File: config.mk
export PLATFORM = sky130hd
export DESIGN_NAME = shtp_tx_arbiter
export DESIGN_NICKNAME = d
export VERILOG_FILES = /design/src/rtl/shtp_tx_arbiter.sv
export SDC_FILE = /design/constraint.sdc
export NUM_CORES = 1
export LEC_CHECK = 0
export CAP_MARGIN = 20
export CORE_ASPECT_RATIO = 2
export CORE_MARGIN = 10
export CORE_UTILIZATION = 58
export DETAILED_ROUTE_END_ITERATION = 8
export PLACE_DENSITY_LB_ADDON = 0.1
export SETUP_SLACK_MARGIN = 0.5
export SLEW_MARGIN = 40
export SYNTH_ARGS = -nofsm -noshare
export SYNTH_HDL_FRONTEND = slang
export SYNTH_SLANG_ARGS = --single-unit
File: constraint.sdc
create_clock -name clk -period 8.2 [get_ports clk]
set_input_delay 1.23 -clock clk [delete_from_list [all_inputs] [get_ports clk]]
set_output_delay 1.23 -clock clk [all_outputs]
set_load 0.005 [all_outputs]
File: src/rtl/shtp_tx_arbiter.sv
// Round-robin arbiter sharing one SHTP transmit byte path: 4-byte header, then payload pass-through.
// Optional payload-stall timeout with zero padding is enabled by defining SHTP_TX_TIMEOUT_EN.
module shtp_tx_arbiter #(
  parameter int NUM_REQ     = 4,
  parameter int MAX_PAYLOAD = 256,
  parameter int TIMEOUT_CYC = 1024
) (
  input  logic                    clk,
  input  logic                    rst,
  input  logic [NUM_REQ-1:0]      req_valid,
  input  logic [3*NUM_REQ-1:0]    req_channel,
  input  logic [15*NUM_REQ-1:0]   req_len,
  output logic [NUM_REQ-1:0]      req_grant,
  input  logic [8*NUM_REQ-1:0]    pl_data,
  input  logic [NUM_REQ-1:0]      pl_valid,
  output logic [NUM_REQ-1:0]      pl_ready,
  output logic [7:0]              tx_data,
  output logic                    tx_valid,
  input  logic                    tx_ready,
  output logic                    tx_first,
  output logic                    tx_last,
  output logic                    busy,
  output logic                    err_len,
  output logic                    err_timeout
);

  localparam int IDXW = $clog2(NUM_REQ);

  localparam logic [1:0] ST_IDLE    = 2'd0;
  localparam logic [1:0] ST_HDR     = 2'd1;
  localparam logic [1:0] ST_PAYLOAD = 2'd2;
  localparam logic [1:0] ST_PAD     = 2'd3;

  if (NUM_REQ < 2 || NUM_REQ > 8) begin : g_bad_num_req
    $error("shtp_tx_arbiter: NUM_REQ must be 2..8");
  end
  if (MAX_PAYLOAD < 0 || MAX_PAYLOAD > 32763) begin : g_bad_max_payload
    $error("shtp_tx_arbiter: MAX_PAYLOAD must be 0..32763");
  end
  if (TIMEOUT_CYC < 1) begin : g_bad_timeout
    $error("shtp_tx_arbiter: TIMEOUT_CYC must be >= 1");
  end

  logic [1:0]         state_q, state_d;
  logic [IDXW-1:0]    ptr_q, ptr_d;
  logic [NUM_REQ-1:0] grant_q, grant_d;
  logic [IDXW-1:0]    gidx_q, gidx_d;
  logic [2:0]         ch_q, ch_d;
  logic [14:0]        len_q, len_d;
  logic [14:0]        rem_q, rem_d;
  logic [7:0]         seq_cur_q, seq_cur_d;
  logic [1:0]         idx_q, idx_d;
  logic               err_len_q, err_len_d;
  logic               seq_inc;
  logic [7:0]         seq_q [8];

  logic               found;
  logic [IDXW-1:0]    sel;
  logic [IDXW-1:0]    ptr_inc;
  logic [2:0]         sel_ch;
  logic [14:0]        sel_len;
  logic [15:0]        hdr_len;
  int                 cand;

`ifdef SHTP_TX_TIMEOUT_EN
  localparam int STALL_W = $clog2(TIMEOUT_CYC + 1);
  logic [STALL_W-1:0] stall_q, stall_d;
  logic               err_to_q, err_to_d;
`endif

  // First pending requester at or after the pointer, wrapping around.
  always_comb begin
    // NOTE: every variable gets a default before any branch so no latch is inferred.
    found = 1'b0;
    sel   = '0;
    cand  = 0;
    for (int i = 0; i < NUM_REQ; i++) begin
      cand = int'(ptr_q) + i;
      if (cand >= NUM_REQ) cand = cand - NUM_REQ;
      if (!found && req_valid[cand]) begin
        found = 1'b1;
        sel   = IDXW'(cand);
      end
    end
  end

  assign sel_ch  = req_channel[sel*3 +: 3];
  assign sel_len = req_len[sel*15 +: 15];
  assign ptr_inc = (sel == IDXW'(NUM_REQ - 1)) ? '0 : sel + 1'b1;
  assign hdr_len = {1'b0, len_q + 15'd4};

  always_comb begin
    state_d   = state_q;
    ptr_d     = ptr_q;
    grant_d   = grant_q;
    gidx_d    = gidx_q;
    ch_d      = ch_q;
    len_d     = len_q;
    rem_d     = rem_q;
    seq_cur_d = seq_cur_q;
    idx_d     = idx_q;
    err_len_d = 1'b0;
    seq_inc   = 1'b0;
`ifdef SHTP_TX_TIMEOUT_EN
    stall_d   = stall_q;
    err_to_d  = 1'b0;
`endif
    case (state_q)
      ST_IDLE: begin
        grant_d = '0;
        // A grant still showing (length-error pulse) blocks arbitration for that cycle.
        if (found && grant_q == '0) begin
          ptr_d        = ptr_inc;
          grant_d[sel] = 1'b1;
          if (sel_len > 15'(MAX_PAYLOAD)) begin
            err_len_d = 1'b1;
          end else begin
            state_d   = ST_HDR;
            gidx_d    = sel;
            ch_d      = sel_ch;
            len_d     = sel_len;
            rem_d     = sel_len;
            seq_cur_d = seq_q[sel_ch];
            idx_d     = '0;
`ifdef SHTP_TX_TIMEOUT_EN
            stall_d   = '0;
`endif
          end
        end
      end
      ST_HDR: begin
        if (tx_valid && tx_ready) begin
          idx_d = idx_q + 2'd1;
          if (idx_q == 2'd3) begin
            if (len_q == '0) begin
              state_d = ST_IDLE;
              grant_d = '0;
              seq_inc = 1'b1;
            end else begin
              state_d = ST_PAYLOAD;
            end
          end
        end
      end
      ST_PAYLOAD: begin
        if (tx_valid && tx_ready) begin
          rem_d = rem_q - 15'd1;
          if (rem_q == 15'd1) begin
            state_d = ST_IDLE;
            grant_d = '0;
            seq_inc = 1'b1;
          end
        end
`ifdef SHTP_TX_TIMEOUT_EN
        if (pl_valid[gidx_q]) begin
          if (tx_ready) stall_d = '0;
        end else if (stall_q == STALL_W'(TIMEOUT_CYC - 1)) begin
          stall_d  = '0;
          err_to_d = 1'b1;
          state_d  = ST_PAD;
        end else begin
          stall_d = stall_q + 1'b1;
        end
`endif
      end
`ifdef SHTP_TX_TIMEOUT_EN
      ST_PAD: begin
        if (tx_ready) begin
          rem_d = rem_q - 15'd1;
          if (rem_q == 15'd1) begin
            state_d = ST_IDLE;
            grant_d = '0;
            seq_inc = 1'b1;
          end
        end
      end
`endif
      default: begin
        state_d = ST_IDLE;
        grant_d = '0;
      end
    endcase
  end

  always_ff @(posedge clk) begin
    if (rst) begin
      // NOTE: the sequence table is tiny and must restart at 0, so it is reset like any register.
      state_q   <= ST_IDLE;
      ptr_q     <= '0;
      grant_q   <= '0;
      gidx_q    <= '0;
      ch_q      <= '0;
      len_q     <= '0;
      rem_q     <= '0;
      seq_cur_q <= '0;
      idx_q     <= '0;
      err_len_q <= 1'b0;
      for (int i = 0; i < 8; i++) seq_q[i] <= '0;
`ifdef SHTP_TX_TIMEOUT_EN
      stall_q   <= '0;
      err_to_q  <= 1'b0;
`endif
    end else begin
      state_q   <= state_d;
      ptr_q     <= ptr_d;
      grant_q   <= grant_d;
      gidx_q    <= gidx_d;
      ch_q      <= ch_d;
      len_q     <= len_d;
      rem_q     <= rem_d;
      seq_cur_q <= seq_cur_d;
      idx_q     <= idx_d;
      err_len_q <= err_len_d;
      if (seq_inc) seq_q[ch_q] <= seq_q[ch_q] + 8'd1;
`ifdef SHTP_TX_TIMEOUT_EN
      stall_q   <= stall_d;
      err_to_q  <= err_to_d;
`endif
    end
  end

  always_comb begin
    tx_data  = '0;
    tx_valid = 1'b0;
    tx_first = 1'b0;
    tx_last  = 1'b0;
    pl_ready = '0;
    case (state_q)
      ST_HDR: begin
        tx_valid = 1'b1;
        tx_first = (idx_q == 2'd0);
        tx_last  = (idx_q == 2'd3) && (len_q == '0);
        case (idx_q)
          2'd0:    tx_data = hdr_len[7:0];
          2'd1:    tx_data = hdr_len[15:8];
          2'd2:    tx_data = {5'd0, ch_q};
          default: tx_data = seq_cur_q;
        endcase
      end
      ST_PAYLOAD: begin
        tx_data  = pl_data[{gidx_q, 3'b000} +: 8];
        tx_valid = pl_valid[gidx_q];
        pl_ready = grant_q & {NUM_REQ{tx_ready}};
        tx_last  = (rem_q == 15'd1);
      end
`ifdef SHTP_TX_TIMEOUT_EN
      ST_PAD: begin
        tx_valid = 1'b1;
        tx_last  = (rem_q == 15'd1);
      end
`endif
      default: ;
    endcase
  end

  assign req_grant = grant_q;
  assign busy      = (state_q != ST_IDLE);
  assign err_len   = err_len_q;
`ifdef SHTP_TX_TIMEOUT_EN
  assign err_timeout = err_to_q;
`else
  assign err_timeout = 1'b0;
`endif

endmodule
### Yosys cells after proc, flatten, opt, wreduce, memory -nomap -nowiden

Memory sizes are Yosys's and may differ from the RTL's. A register that Yosys moved wholly into a read port is not among the register bits.
Cells that the tools add are included.

* $add $sub $neg: 12
* $mul: 2
* $lt $le $gt $ge: 12
* equal/unequal tests: 14
* shift operators: 3
* mux-type cells: 75
* bitwise logic cells: 4
* reduce and logical (&&, ||, !) cells: 25

Operators by type and width (number)
* less-than comparator 32 x 4 -> 1 bit, second input constant: 4
* 2-to-1 mux 32 bit: 4
* indexed part select 60 x 7 -> 15 bit: 1
* 2-to-1 mux 15 bit: 3
* indexed part select 32 x 6 -> 8 bit: 1
* 2-to-1 mux 2 bit: 15
* one-hot mux 15 bit (2 select lines): 1
* 2-to-1 mux 4 bit: 7
* 2-to-1 mux 1 bit: 27
* one-hot mux 8 bit (3 select lines): 1
* one-hot mux 8 bit (2 select lines): 1
* adder 15 x 3 -> 15 bit, second input constant: 1
* equality test 15 x 1 -> 1 bit, second input constant: 1
* greater-than comparator 15 x 9 -> 1 bit, second input constant: 1
* logical NOT 15 bit: 1
* subtractor 15 x 1 -> 15 bit, second input constant: 1
* != test 2 bit, second input constant: 7
* one-hot mux 4 bit (3 select lines): 1
* indexed part select 12 x 5 -> 3 bit: 1
* subtractor 3 x 3 -> 4 bit, second input constant: 3
* binary-select mux 1 bit (select 2 bit): 5
* greater-or-equal comparator 3 bit, second input constant: 3
* 2-to-1 mux 3 bit: 3
* adder 8 x 1 -> 8 bit, second input constant: 1
* 30 further kinds: 53

* register bits after elaboration: 46
* RAM bits: 64
* input port bits: 115
* logic and storage cells: 157
* memories kept: 1

Memory list
* seq_q: words 8, bits a word 8, read ports 2, clocked after memory_dff 2, wr ports 8, line 55 `logic [7:0] seq_q [8];`

### Logic depth before layout (Yosys ltp)

Gate-level depths: netlist of the first run.

* depth in word-level cells: 22
* mapped depth: 14

### Worst setup path after synthesis of the first run

No wires, ideal clock.

* path type: input port to flip-flop
* from: in req_valid[1]
* to: reg rem_q[6]
* data arrival time: 3.638 ns
* required time: 8.084 ns
* setup slack: 4.446 ns
* cell stages on the path: 11
* cells stage by stage: nand2b_4 o221ai_4 nand2_2 buf_2 buf_2 a211oi_1 o22ai_1 o41a_1 o21a_1 o311a_1 a31o_1

* cells in the longest elaborated chain, start to end: 18
* elaborated cells between the ends (all ways): 36

RTL lines
* from (decl): line 10 `input logic [NUM_REQ-1:0] req_valid,`
* binary-select mux 1 bit (select 2 bit): line 80 `if (!found && req_valid[cand]) begin`
* 2-to-1 mux 1 bit (not written as such) (2 in a row): line 80
* 2-to-1 mux 1 bit: line 80
* logical NOT 1 bit: line 80
* logical AND 1 bit: line 80
* 2-to-1 mux 1 bit: line 80
* logical NOT 1 bit: line 80
* logical AND 1 bit: line 80
* 2-to-1 mux 1 bit: line 80
* logical NOT 1 bit: line 80
* logical AND 1 bit: line 80
* 2-to-1 mux 2 bit: line 80
* multiplier 2 x 4 -> 6 bit: line 88 `assign sel_len = req_len[sel*15 +: 15];`
* indexed part select 60 x 7 -> 15 bit: line 88
* greater-than comparator 15 x 9 -> 1 bit / 2-to-1 mux 15 bit (equally long branches): line 115 `if (sel_len > 15'(MAX_PAYLOAD)) begin`
* != test 2 bit (no source line) / 2-to-1 mux 15 bit (equally long branches)
* AND reduction 4 bit (no source line) / one-hot mux 15 bit (2 select lines) (equally long branches)
* to (signal assigned): line 210 `rem_q <= rem_d;`
* to (decl): line 50 `logic [14:0] rem_q, rem_d;`

Several ways; a longest one is shown, not always the timed one. The select of a mux whose other input is x is not followed.
A chain may end at the register's enable or synchronous reset.

### Worst setup path after layout of the first run

* from: in req_valid[0]
* to: reg rem_q[9]

The elaborated chain is that of the path after synthesis.

==> results by group, run 1 <==
Setup path
  – Classification of the worst setup path: in2reg
  – Peak per-stage delay on the critical path: 600 ps
  – Worst R2R End: rem_q[9]$_SDFFE_PP0P_
  – Required time at the worst-slack endpoint: 8550 ps
  – Highest fanout seen on the critical path: 39
  – Type of origin of the critical path: input port
  – Crit path cell chain: clkdlybuf4s50_1 > and2_4 > o221ai_4 > buf_4 > nand2_2 > a211oi_1 > o22ai_1 > or4_4 > o21a_1 > nor2_2 > mux2i_1
  – Register-to-register setup slack: 4270 ps
  – Setup crit end kind: flip-flop
  – Launch point of the worst reg-to-reg path: ptr_q[1]$_SDFFE_PP0P_
  – Depth of the worst register-to-register path: 10
  – Critical Path Slowest Stage Cell: sky130_fd_sc_hd__or4_4
  – Arrival @ worst endpoint: 5170 ps

Floorplan
  – Initial core utilization: 0.596
  – Floorplan row count: 59
  – Die Height: 184 µm
  – Die X-Extent: 102 µm
  – Core footprint: 13,100 µm²
  – Count of pins on the block boundary: 137
  – Area enclosed by the die boundary: 18,700 µm²

Final layout
  – Filler-free cell count of the finished design: 1,088
  – Area grow syn2layout: 24.6%
  – Fraction of final layout cells with drive strength greater than 1: 0.0994
  – Antenna diodes: 0
  – Net count of the finished layout: 1,054
  – Fill cells: 963

Placement
  – Weighted congestion reported at the end of routability-driven placement: 0.974
  – Detailed Place HPWL: 21,400 µm
  – Port-buffer cells: 135
  – Placed cell count: 1,056

Timing
  – Portion of the clock cycle consumed by the worst path in the final layout: 0.587
  – Final setup vio count: 0
  – Number of hold violations in the final report: 0
  – Transition at the pin with the smallest max-transition slack: 880 ps
  – Shortest period the worst path allows: 4810 ps
  – Worst slew margin relative to its limit: 0.411
  – Largest clock skew in the final design: 10.5 ps
  – Number of max-slew violations in the final report: 0
  – Total negative setup slack: 0 ps
  – Maximum clock frequency: 208 MHz
  – RSZ-0062 raised after global routing: false

Power and ir drop
  – Internal power of the cells: 0.00148 W
  – Combinational power share: 0.366
  – Net switching share of the total power: 0.371
  – P per Cell Area: 243 nW/µm²
  – Clock power share: 0.330
  – Switching power: 0.000875 W
  – Overall power: 0.00235 W
  – Portion of total power attributed to sequential cells: 0.305
  – Static Leakage: 3.56 nW
  – Worst vdd rail ir drop: 0.144 mV

Clocking
  – Clock root buffer master: sky130_fd_sc_hd__clkbuf_16
  – Sinks on the clock net: 121
  – Postcts setup bufs: 0
  – TritonCTS clock tree: yes
  – Post-CTS resize count: 0
  – Number of buffers created by CTS: 17
  – Total number of H-tree levels: 4
  – Insertion delay to the later sink of the worst-skew pair: 430 ps
  – Cts-stage hold buffer count: 0
  – Largest buffer count on any clock path: 2
  – Clock transition at the registers of the reported paths: 60 ps

Drt
  – Via Count: 7,203
  – Number of DRC violations after detailed routing: 0
  – 1st-iter DRT viols: 684
  – Vias per Instance: 6.62
  – Average detailed-routed wire length per instance: 24.9 µm
  – Wire length reported by the detailed router: 27,100 µm
  – First-pass iteration count of the detailed router: 5
  – Count of nets left with antenna violations after detail routing: 0

Synthesis
  – Share of the synthesized area in the top cell type: 0.247
  – Average instance area after synthesis: 9.51 µm²
  – Cell area after synthesis: 7780 µm²
  – Post-synth cell types: 71
  – Ys async rst share: 0
  – Number of warnings issued by yosys: 0
  – Top-count cell post-synth: sky130_fd_sc_hd__nor2_1
  – #FFs+latches synth: 121
  – EDFF count, synth: 64
  – Synthesized instance count: 818
  – Dominant register cell in the synthesized netlist: sky130_fd_sc_hd__edfxtp_1
  – Sequential share of the synthesized area: 0.394
  – Cell types with the largest area share after synthesis: sky130_fd_sc_hd__edfxtp_1 25%, sky130_fd_sc_hd__dfxtp_1 15%, sky130_fd_sc_hd__mux4_2 7.2%, sky130_fd_sc_hd__mux2i_1 5.8%, sky130_fd_sc_hd__nor2_1 5.7%
  – Total nets after synthesis: 949
  – Most instantiated cells after synthesis: 119 x sky130_fd_sc_hd__nor2_1, 65 x sky130_fd_sc_hd__nand2_1, 64 x sky130_fd_sc_hd__edfxtp_1
  – Cell taking the most area after synthesis: sky130_fd_sc_hd__edfxtp_1

Worst hold path
  – Destination of the worst hold path: seq_cur_q[4]$_SDFFE_PP0P_
  – Worst Hold Launch: seq_cur_q[4]$_SDFFE_PP0P_
  – Worst hold path class: reg2reg
  – Hold depth: 2

Global route
  – Maximum number of pins on one net before global-route repair: 51
  – Initial antenna violation count: 0
  – Fraction of met3 tracks used by global routing: 0.0599
  – M1 GR Usage: 0.249
  – Leftover overflow at the end of global routing: 0
  – Global-route wire length before repair: 41,600 µm
  – Layer with the highest usage: met2
  – Overall routing resource usage: 0.293
  – Number of global-route vias before repair: 7,672
  – GR Layer Usage met2: 0.564

Run status
  – Run status: completed

Run
  – Max Cap Violations: 0
how the worst max path moves through the flow:
| stage | startpoint | to | slack, ps |
|---|---|---|---|
| global route | req_valid[0] | flip-flop | 3110 |
| global placement | req_valid[0] | rem_q[5]$_SDFFE_PP0P_ | 2930 |
| detailed placement | req_valid[0] | rem_q[9]$_SDFFE_PP0P_ | 2780 |
| finish | req_valid[0] | rem_q[9]$_SDFFE_PP0P_ | 3390 |
| floorplan | req_valid[1] | rem_q[6]$_SDFFE_PP0P_ | 4450 |
| CTS | req_valid[0] | rem_q[9]$_SDFFE_PP0P_ | 3210 |
per-stage QoR:
stage | hold WS (ps) | worst slack (ps) | utilization | cell area [µm²]
after floorplan | 446 | 4450 | - | 7780
after global placement | 467 | 2930 | 0.695 | 9090
after detailed placement | 469 | 2780 | 0.695 | 9090
after CTS | 478 | 3210 | 0.742 | 9690
after global routing | 509 | 3110 | 0.742 | 9690
final | 479 | 3390 | 0.742 | 9690
kinds of logic after synthesis:
group           Yosys count  synth area share
simple gates            327             0.203
compound gates          178             0.165
flops                   121             0.394
mux                      81             0.146
buf+inv                  79            0.0489
fa+ha+maj                16            0.0257
xor+xnor                 15            0.0169
other cells               1          0.000482
placed cells by master (no fill, tap or decap), types with 3 or more instances in the layout:
master,synthesis,layout
sky130_fd_sc_hd__edfxtp_1,64,64
sky130_fd_sc_hd__ha_1,16,16
sky130_fd_sc_hd__inv_1,20,20
sky130_fd_sc_hd__o22ai_1,8,8
sky130_fd_sc_hd__nor2b_1,10,10
sky130_fd_sc_hd__buf_4,5,7
sky130_fd_sc_hd__nor4_1,5,5
sky130_fd_sc_hd__nand4_1,4,4
sky130_fd_sc_hd__nor2_1,119,118
sky130_fd_sc_hd__a21oi_1,39,39
sky130_fd_sc_hd__mux4_2,25,25
sky130_fd_sc_hd__clkdlybuf4s50_1,0,134
sky130_fd_sc_hd__o22a_1,4,4
sky130_fd_sc_hd__or4_1,5,5
sky130_fd_sc_hd__a211o_1,3,3
sky130_fd_sc_hd__a221oi_1,4,4
sky130_fd_sc_hd__nand2b_1,13,13
sky130_fd_sc_hd__bufinv_16,0,3
sky130_fd_sc_hd__clkbuf_16,0,17
sky130_fd_sc_hd__nand3_1,21,21
sky130_fd_sc_hd__nand2_1,65,65
sky130_fd_sc_hd__a32o_1,7,7
sky130_fd_sc_hd__a22oi_1,15,15
sky130_fd_sc_hd__nor3_1,17,17
sky130_fd_sc_hd__a211oi_1,36,36
sky130_fd_sc_hd__or3_1,3,3
sky130_fd_sc_hd__and3_1,41,41
sky130_fd_sc_hd__o31ai_1,4,4
sky130_fd_sc_hd__dfxtp_1,57,56
sky130_fd_sc_hd__clkinv_4,0,5
sky130_fd_sc_hd__o2111ai_1,9,9
sky130_fd_sc_hd__mux2_2,11,11
sky130_fd_sc_hd__and2_1,11,11
sky130_fd_sc_hd__o21ai_0,20,20
sky130_fd_sc_hd__a31oi_1,6,6
sky130_fd_sc_hd__xor2_1,8,8
sky130_fd_sc_hd__mux2i_1,45,45
sky130_fd_sc_hd__xnor2_1,7,7
routing by layer:
metal | wire length [µm] | part of all wire | vias up
li1 | - | - | 3255
met3 | 1650 | 0.061 | 110
met5 | 0 | 0 | -
met2 | 15400 | 0.57 | 388
met4 | 1910 | 0.070 | 0
met1 | 8090 | 0.30 | 3450
power by group through the flow:
stage	Clock (W)	Combinational, W	Sequential (W)
floorplan	0	0.000583	0.000710
global placement	0	0.000823	0.000725
detailed placement	0	0.000835	0.000727
CTS	0.000772	0.000844	0.000715
global route	0.000792	0.000921	0.000721
finish	0.000777	0.000861	0.000717
critical path, delay by kind of cell:
family | cells | cell delay, ps
AND/OR/NAND/NOR | 4 | 1770
AO/OA/AOI/OAI | 4 | 1110
buffers and inverters | 2 | 780
multiplexers | 1 | 250
sequential cells by signal, summed over array words and instances, names as in the netlist, named ones only:
signal     cells
seq_q         64
err_len        1
ch_q           3
gidx_q         2
req_grant      4
rem_q         15
seq_cur_q      8
state_q        2
len_q         15
ptr_q          2
idx_q          2
final cells by class:
type                       instances  area [µm²]  area share
multi-input combinational        618        4350       0.449
sequential                       121        3060       0.316
timing repair buffer             142        1400       0.144
clock buffer                      19         433      0.0447
tap                              152         190      0.0196
clock inverter                    13         171      0.0177
inverter                          23        86.3     0.00891
No activity file was read; power rests on OpenSTA's default activity.
==> run 2: changes to the inputs <==
--- a/config.mk
+++ b/config.mk
@@ -8,7 +8,7 @@
 export CAP_MARGIN = 20
 export CORE_ASPECT_RATIO = 2
 export CORE_MARGIN = 10
-export CORE_UTILIZATION = 58
+export CORE_UTILIZATION = 49
 export DETAILED_ROUTE_END_ITERATION = 8
 export PLACE_DENSITY_LB_ADDON = 0.1
 export SETUP_SLACK_MARGIN = 0.5
==> constraint.sdc (replaced) <==
create_clock -name clk -period 4.15 [get_ports clk]
set_input_delay 0.6225 -clock clk [delete_from_list [all_inputs] [get_ports clk]]
set_output_delay 0.6225 -clock clk [all_outputs]
set_load 0.005 [all_outputs]
==> run 2 against run 1 <==
Compared with the run above:
- first-iteration DRC count shrank 35%
- clock power grew 100%
- critical path depth fell by 4
- non-clock buffer count is 31 higher
- flip-flop and latch count unchanged
- critical endpoint is now seq_q[5][2]$_SDFFCE_PN0P_
- largest cell class unchanged
- highest routed layer unchanged
==> results by group, run 2 (synthesized netlist as in run 1, its figures left out) <==
Clocking
  – Insertion delay to the later sink of the worst-skew pair: 420 ps (was 430 ps)
  – Cts-stage hold buffer count: 0 (unchanged)
  – Largest buffer count on any clock path: 2 (unchanged)
  – Clock root buffer master: sky130_fd_sc_hd__clkbuf_16 (unchanged)
  – Number of buffers created by CTS: 17 (unchanged)
  – Total number of H-tree levels: 4 (unchanged)
  – Clock transition at the registers of the reported paths: 60 ps (about the same)
  – Sinks on the clock net: 121 (unchanged)
  – TritonCTS clock tree: yes (unchanged)

Drt
  – Wire length reported by the detailed router: 28,200 µm (was 27,100 µm)
  – Vias per Instance: 6.15 (was 6.62)
  – Number of DRC violations after detailed routing: 0 (unchanged)
  – Via Count: 7,191 (was 7,203)
  – Count of nets left with antenna violations after detail routing: 0 (unchanged)
  – 1st-iter DRT viols: 446 (was 684)
  – Average detailed-routed wire length per instance: 24.1 µm (was 24.9 µm)
  – First-pass iteration count of the detailed router: 5 (unchanged)

Worst hold path
  – Hold depth: 2 (unchanged)
  – Worst Hold Launch: seq_cur_q[5]$_SDFFE_PP0P_ (was seq_cur_q[4]$_SDFFE_PP0P_)
  – Destination of the worst hold path: seq_cur_q[5]$_SDFFE_PP0P_ (was seq_cur_q[4]$_SDFFE_PP0P_)
  – Worst hold path class: reg2reg (unchanged)

Timing
  – Portion of the clock cycle consumed by the worst path in the final layout: 0.855
  – Final setup vio count: 0 (unchanged)
  – Total negative setup slack: 0 ps (unchanged)
  – Shortest period the worst path allows: 3550 ps
  – Setup ws final: 603 ps (was 3390 ps)
  – Number of hold violations in the final report: 0 (unchanged)
  – Worst slew margin relative to its limit: 0.453 (was 0.411)
  – Transition at the pin with the smallest max-transition slack: 816 ps (was 880 ps)
  – RSZ-0062 raised after global routing: false (unchanged)
  – Maximum clock frequency: 282 MHz
  – Number of max-slew violations in the final report: 0 (unchanged)
  – Largest clock skew in the final design: 10.2 ps (was 10.5 ps)

Floorplan
  – Initial core utilization: 0.496 (was 0.596)
  – Area enclosed by the die boundary: 21,600 µm² (was 18,700 µm²)
  – Die Height: 198 µm (was 184 µm)
  – Count of pins on the block boundary: 137 (unchanged)
  – Core footprint: 15,700 µm² (was 13,100 µm²)
  – Die X-Extent: 109 µm (was 102 µm)
  – Floorplan row count: 65 (was 59)

Setup path
  – Worst R2R End: seq_q[5][2]$_SDFFCE_PN0P_ (was rem_q[9]$_SDFFE_PP0P_)
  – Setup crit end kind: flip-flop (unchanged)
  – Launch point of the worst reg-to-reg path: rem_q[4]$_SDFFE_PP0P_ (was ptr_q[1]$_SDFFE_PP0P_)
  – Required time at the worst-slack endpoint: 4210 ps (was 8550 ps)
  – Arrival @ worst endpoint: 3600 ps (was 5170 ps)
  – Classification of the worst setup path: reg2reg (was in2reg)
  – Highest fanout seen on the critical path: 9 (was 39)
  – Depth of the worst register-to-register path: 7 (was 10)
  – Register-to-register setup slack: 600 ps (was 4270 ps)
  – Type of origin of the critical path: flip-flop (was input port)

Final layout
  – Area grow syn2layout: 30.1% (was 24.6%)
  – Flip-flop count of the largest register after layout: 64 (unchanged)
  – Registers with the most flip-flops: seq_q x64, len_q x15, rem_q x15 (unchanged)
  – Final standard cell area without fillers: 10,100 µm² (was 9690 µm²)
  – Fill cells: 1,285 (was 963)
  – Fraction of final layout cells with drive strength greater than 1: 0.143 (was 0.0994)
  – Sequential Area: 3070 µm² (was 3060 µm²)
  – Most common library cell in the layout ignoring fill and taps: sky130_fd_sc_hd__clkdlybuf4s50_1 (unchanged)
  – Net count of the finished layout: 1,085 (was 1,054)
  – Register name with the most flops: seq_q (unchanged)
  – Leading cell types in the layout, fill and taps excluded: 133 x sky130_fd_sc_hd__clkdlybuf4s50_1, 119 x sky130_fd_sc_hd__nor2_1, 65 x sky130_fd_sc_hd__nand2_1 (was 134 x sky130_fd_sc_hd__clkdlybuf4s50_1, 118 x sky130_fd_sc_hd__nor2_1, 65 x sky130_fd_sc_hd__nand2_1)
  – Area occupied by multi-input gates: 4400 µm² (was 4350 µm²)
  – Final Core Density: 0.645 (was 0.742)

Global route
  – Overall routing resource usage: 0.263 (was 0.293)
  – Global-route wire length before repair: 42,400 µm (was 41,600 µm)
  – Maximum number of pins on one net before global-route repair: 46 (was 51)
  – Leftover overflow at the end of global routing: 0 (unchanged)
  – Number of global-route vias before repair: 7,861 (was 7,672)
  – Initial antenna violation count: 0 (unchanged)

Placement
  – Weighted congestion reported at the end of routability-driven placement: 0.937 (was 0.974)
  – Port-buffer cells: 135 (unchanged)
  – Placed instance area: 9390 µm² (was 9090 µm²)
  – Post-Place Setup Slack: 141 ps (was 2780 ps)
  – Detailed Place HPWL: 22,200 µm (was 21,400 µm)

Run
  – Max Cap Violations: 0 (unchanged)

Power and ir drop
  – P per Cell Area: 476 nW/µm² (was 243 nW/µm²)
  – Overall power: 0.00482 W (was 0.00235 W)
  – Static Leakage: 3.78 nW (was 3.56 nW)
  – Worst vdd rail ir drop: 0.321 mV (was 0.144 mV)

Run status
  – Run status: completed (unchanged)
[run 2: routing by layer]
layer / global-route usage / share of wire
met5: 0 / 0
met4: 0.237 / 0.10
met3: 0.0384 / 0.037
met2: 0.502 / 0.57
met1: 0.217 / 0.30
[run 2: per-stage QoR]
step,hold slack [ps],std cells
6_report,480,1169
3_3_place_gp,463,1132
2_1_floorplan,446,818
3_5_place_dp,467,1132
4_1_cts,483,1164
5_1_grt,504,1168
[run 2: how the worst max path moves through the flow]
stage | from | end | slack [ps] | depth (start not counted)
finish | rem_q[4]$_SDFFE_PP0P_ | seq_q[5][2]$_SDFFCE_PN0P_ | 600 | 7
global route | req_valid[0] | flip-flop | 500 | 12
CTS | len_q[6]$_SDFFE_PP0P_ | tx_data[4] | 510 | 10
detailed placement | req_valid[2] | idx_q[1]$_SDFFE_PP0P_ | 140 | 12
global placement | req_valid[0] | rem_q[2]$_SDFFE_PP0P_ | 230 | 11
floorplan | req_valid[1] | rem_q[6]$_SDFFE_PP0P_ | 1000 | 11
[run 2: critical path, stage by stage, from the launching register on]
cell                      delay (ps)
sky130_fd_sc_hd__dfxtp_1         360
sky130_fd_sc_hd__or3_1           400
sky130_fd_sc_hd__or4_4           470
sky130_fd_sc_hd__or4_4           550
sky130_fd_sc_hd__a21oi_1         210
sky130_fd_sc_hd__and3_1          250
sky130_fd_sc_hd__nand2_1         330
sky130_fd_sc_hd__nand2_1         590
[run 2: timing repair]
action	4_1_cts	5_1_grt
pin swaps	0	1
buffers inserted	0	4
setup endpoints to repair	2	52
gates resized for setup	8	9
[run 2: layout make-up]
type	count	area share
clock buffers	17	0.0420
flip-flops and latches	121	0.303
diodes	1	0.000247
well taps	201	0.0248
clock inverters	15	0.0189
inverters	23	0.00853
multi-input cells	618	0.435
repair buffers	173	0.168
[run 2: power breakdown]
| part | internal, W | switching (W) | total [W] | leakage [nW] |
|---|---|---|---|---|
| sequential | 0.00133 | 0.0000812 | 0.00141 | 1.12 |
| clock | 0.000957 | 0.000598 | 0.00156 | 0.302 |
| combinational | 0.000768 | 0.00109 | 0.00185 | 2.36 |
| total | 0.00306 | 0.00176 | 0.00482 | 3.78 |
==> run 3: changes to the inputs <==
--- a/config.mk
+++ b/config.mk
@@ -10,7 +10,7 @@
 export CORE_MARGIN = 10
 export CORE_UTILIZATION = 49
 export DETAILED_ROUTE_END_ITERATION = 8
-export PLACE_DENSITY_LB_ADDON = 0.1
+export PLACE_DENSITY = 0.81
 export SETUP_SLACK_MARGIN = 0.5
 export SLEW_MARGIN = 40
 export SYNTH_ARGS = -nofsm -noshare
==> run 3 against run 2 <==
Compared with the run above:
- cell area increased by 0.95%
- clock skew increased by 1.9 ps
- final cell count grew 0.43%
- die area unchanged
- critical path type is now in2reg
- critical endpoint is now seq_cur_q[7]$_SDFFE_PP0P_
- highest routed layer unchanged
==> results by group, run 3 (synthesized netlist as in run 1, its figures left out) <==
Final layout
  – Flip-flop count of the largest register after layout: 64 (unchanged)
  – Area grow syn2layout: 31.3% (was 30.1%)
  – Registers with the most flip-flops: seq_q x64, len_q x15, rem_q x15 (unchanged)
  – Final Core Density: 0.651 (was 0.645)
  – Most common library cell in the layout ignoring fill and taps: sky130_fd_sc_hd__clkdlybuf4s50_1 (unchanged)
  – Antenna diodes: 0 (was 1)
  – Leading cell types in the layout, fill and taps excluded: 131 x sky130_fd_sc_hd__clkdlybuf4s50_1, 119 x sky130_fd_sc_hd__nor2_1, 65 x sky130_fd_sc_hd__nand2_1 (was 133 x sky130_fd_sc_hd__clkdlybuf4s50_1, 119 x sky130_fd_sc_hd__nor2_1, 65 x sky130_fd_sc_hd__nand2_1)
  – Net count of the finished layout: 1,091 (was 1,085)
  – Register name with the most flops: seq_q (unchanged)
  – Fraction of final layout cells with drive strength greater than 1: 0.148 (was 0.143)

Clocking
  – Sinks on the clock net: 121 (unchanged)
  – TritonCTS clock tree: yes (unchanged)
  – Largest buffer count on any clock path: 2 (unchanged)
  – Clock root buffer master: sky130_fd_sc_hd__clkbuf_16 (unchanged)
  – Total number of H-tree levels: 4 (unchanged)
  – Cts-stage hold buffer count: 0 (unchanged)
  – Insertion delay to the later sink of the worst-skew pair: 420 ps (about the same)
  – Number of buffers created by CTS: 17 (unchanged)
  – Clock transition at the registers of the reported paths: 60 ps (about the same)

Setup path
  – Register-to-register setup slack: 660 ps (was 600 ps)
  – Depth of the worst register-to-register path: 7 (unchanged)
  – Classification of the worst setup path: in2reg (was reg2reg)
  – Type of origin of the critical path: input port (was flip-flop)
  – Setup crit end kind: flip-flop (unchanged)
  – Highest fanout seen on the critical path: 16 (was 9)
  – Required time at the worst-slack endpoint: 4480 ps (was 4210 ps)
  – Arrival @ worst endpoint: 3980 ps (was 3600 ps)

Global route
  – Leftover overflow at the end of global routing: 0 (unchanged)
  – Initial antenna violation count: 0 (unchanged)
  – Maximum number of pins on one net before global-route repair: 48 (was 46)
  – Number of global-route vias before repair: 7,514 (was 7,861)
  – Global-route wire length before repair: 39,500 µm (was 42,400 µm)
  – Overall routing resource usage: 0.240 (was 0.263)

Floorplan
  – Core footprint: 15,700 µm² (unchanged)
  – Count of pins on the block boundary: 137 (unchanged)
  – Initial core utilization: 0.496 (unchanged)
  – Die X-Extent: 109 µm (unchanged)
  – Floorplan row count: 65 (unchanged)
  – Die Height: 198 µm (unchanged)
  – Area enclosed by the die boundary: 21,600 µm² (unchanged)

Run
  – Max Cap Violations: 0 (unchanged)

Timing
  – Shortest period the worst path allows: 3650 ps (was 3550 ps)
  – Worst slew margin relative to its limit: 0.420 (was 0.453)
  – Maximum clock frequency: 274 MHz (was 282 MHz)
  – Transition at the pin with the smallest max-transition slack: 862 ps (was 816 ps)
  – Largest clock skew in the final design: 12.2 ps (was 10.2 ps)
  – Portion of the clock cycle consumed by the worst path in the final layout: 0.880 (was 0.855)
  – Total negative setup slack: 0 ps (unchanged)
  – Final setup vio count: 0 (unchanged)
  – Number of hold violations in the final report: 0 (unchanged)
  – Number of max-slew violations in the final report: 0 (unchanged)
  – RSZ-0062 raised after global routing: false (unchanged)

Power and ir drop
  – P per Cell Area: 454 nW/µm² (was 476 nW/µm²)
  – Overall power: 0.00465 W (was 0.00482 W)
  – Static Leakage: 3.81 nW (was 3.78 nW)
  – Worst vdd rail ir drop: 0.329 mV (was 0.321 mV)

Drt
  – Wire length reported by the detailed router: 26,800 µm (was 28,200 µm)
  – Via Count: 7,323 (was 7,191)
  – 1st-iter DRT viols: 576 (was 446)
  – Number of DRC violations after detailed routing: 0 (unchanged)
  – Count of nets left with antenna violations after detail routing: 0 (unchanged)
  – Average detailed-routed wire length per instance: 22.8 µm (was 24.1 µm)
  – First-pass iteration count of the detailed router: 5 (unchanged)
  – Vias per Instance: 6.24 (was 6.15)

Worst hold path
  – Hold depth: 2 (unchanged)
  – Worst hold path class: in2reg (was reg2reg)

Placement
  – Weighted congestion reported at the end of routability-driven placement: 0.981 (was 0.937)
  – Detailed Place HPWL: 20,200 µm (was 22,200 µm)
  – Port-buffer cells: 135 (unchanged)

Run status
  – Run status: completed (unchanged)
==> run 3: final timing paths <==
check	to	from
worst max-delay path	seq_cur_q[7]$_SDFFE_PP0P_	req_valid[1]
worst max register to register	seq_q[3][5]$_SDFFCE_PN0P_	rem_q[4]$_SDFFE_PP0P_
worst min register to register	seq_cur_q[5]$_SDFFE_PP0P_	seq_cur_q[5]$_SDFFE_PP0P_
worst min-delay path	seq_cur_q[0]$_SDFFE_PP0P_	rst
==> run 3: worst max-delay path, stage by stage <==
cell	delay, ps
sky130_fd_sc_hd__clkdlybuf4s50_1	430
sky130_fd_sc_hd__nand2b_4	160
sky130_fd_sc_hd__o221ai_4	310
sky130_fd_sc_hd__nand2_8	110
sky130_fd_sc_hd__buf_12	170
sky130_fd_sc_hd__a211oi_1	260
sky130_fd_sc_hd__buf_4	170
sky130_fd_sc_hd__o22ai_1	80
sky130_fd_sc_hd__or4_4	580
sky130_fd_sc_hd__a211oi_4	470
sky130_fd_sc_hd__clkbuf_16	270
sky130_fd_sc_hd__o2111ai_1	130
sky130_fd_sc_hd__a21oi_1	180
==> run 3: layout make-up <==
type	count	area [µm²]
Multi-Input combinational cell	618	4470
Fill cell	1278	5480
Timing Repair Buffer	179	1790
Tap cell	201	251
Sequential cell	121	3070
Clock inverter	10	104
Clock buffer	22	454
Inverter	23	86.3
==> run 3: metrics by stage <==
| stage | setup slack, ps | hold slack (ps) | std cells | instance area [µm²] |
|---|---|---|---|---|
| 2_1_floorplan | 1000 | 446 | 818 | 7780 |
| 3_3_place_gp | 96.4 | 460 | 1132 | 9380 |
| 3_5_place_dp | 39.9 | 467 | 1132 | 9380 |
| 4_1_cts | 456 | 459 | 1164 | 9940 |
| 5_1_grt | 445 | 470 | 1174 | 10200 |
| 6_report | 499 | 468 | 1174 | 10200 |
==> run 3: where the power goes <==
| group | internal (W) | total, W | switching [W] |
|---|---|---|---|
| registers | 0.00133 | 0.00141 | 0.0000780 |
| logic | 0.000767 | 0.00182 | 0.00106 |
| clock network | 0.000890 | 0.00141 | 0.000521 |
| total | 0.00299 | 0.00465 | 0.00166 |
==> run 3: repair_timing <==
| action | 4_1_cts | 5_1_grt |
|---|---|---|
| setup buffers | 0 | 7 |
| pin swaps | 0 | 5 |
| gates resized for setup | 5 | 27 |
| cloned | 0 | 3 |
| setup endpoints to repair | 14 | 63 |
==> run 3: layer usage <==
metal	track usage	wire (µm)	vias to the layer above
li1	-	-	3330
met1	0.222	8400	3533
met2	0.457	15300	358
met3	0.0449	1590	102
met4	0.147	1570	0
met5	0	0	-
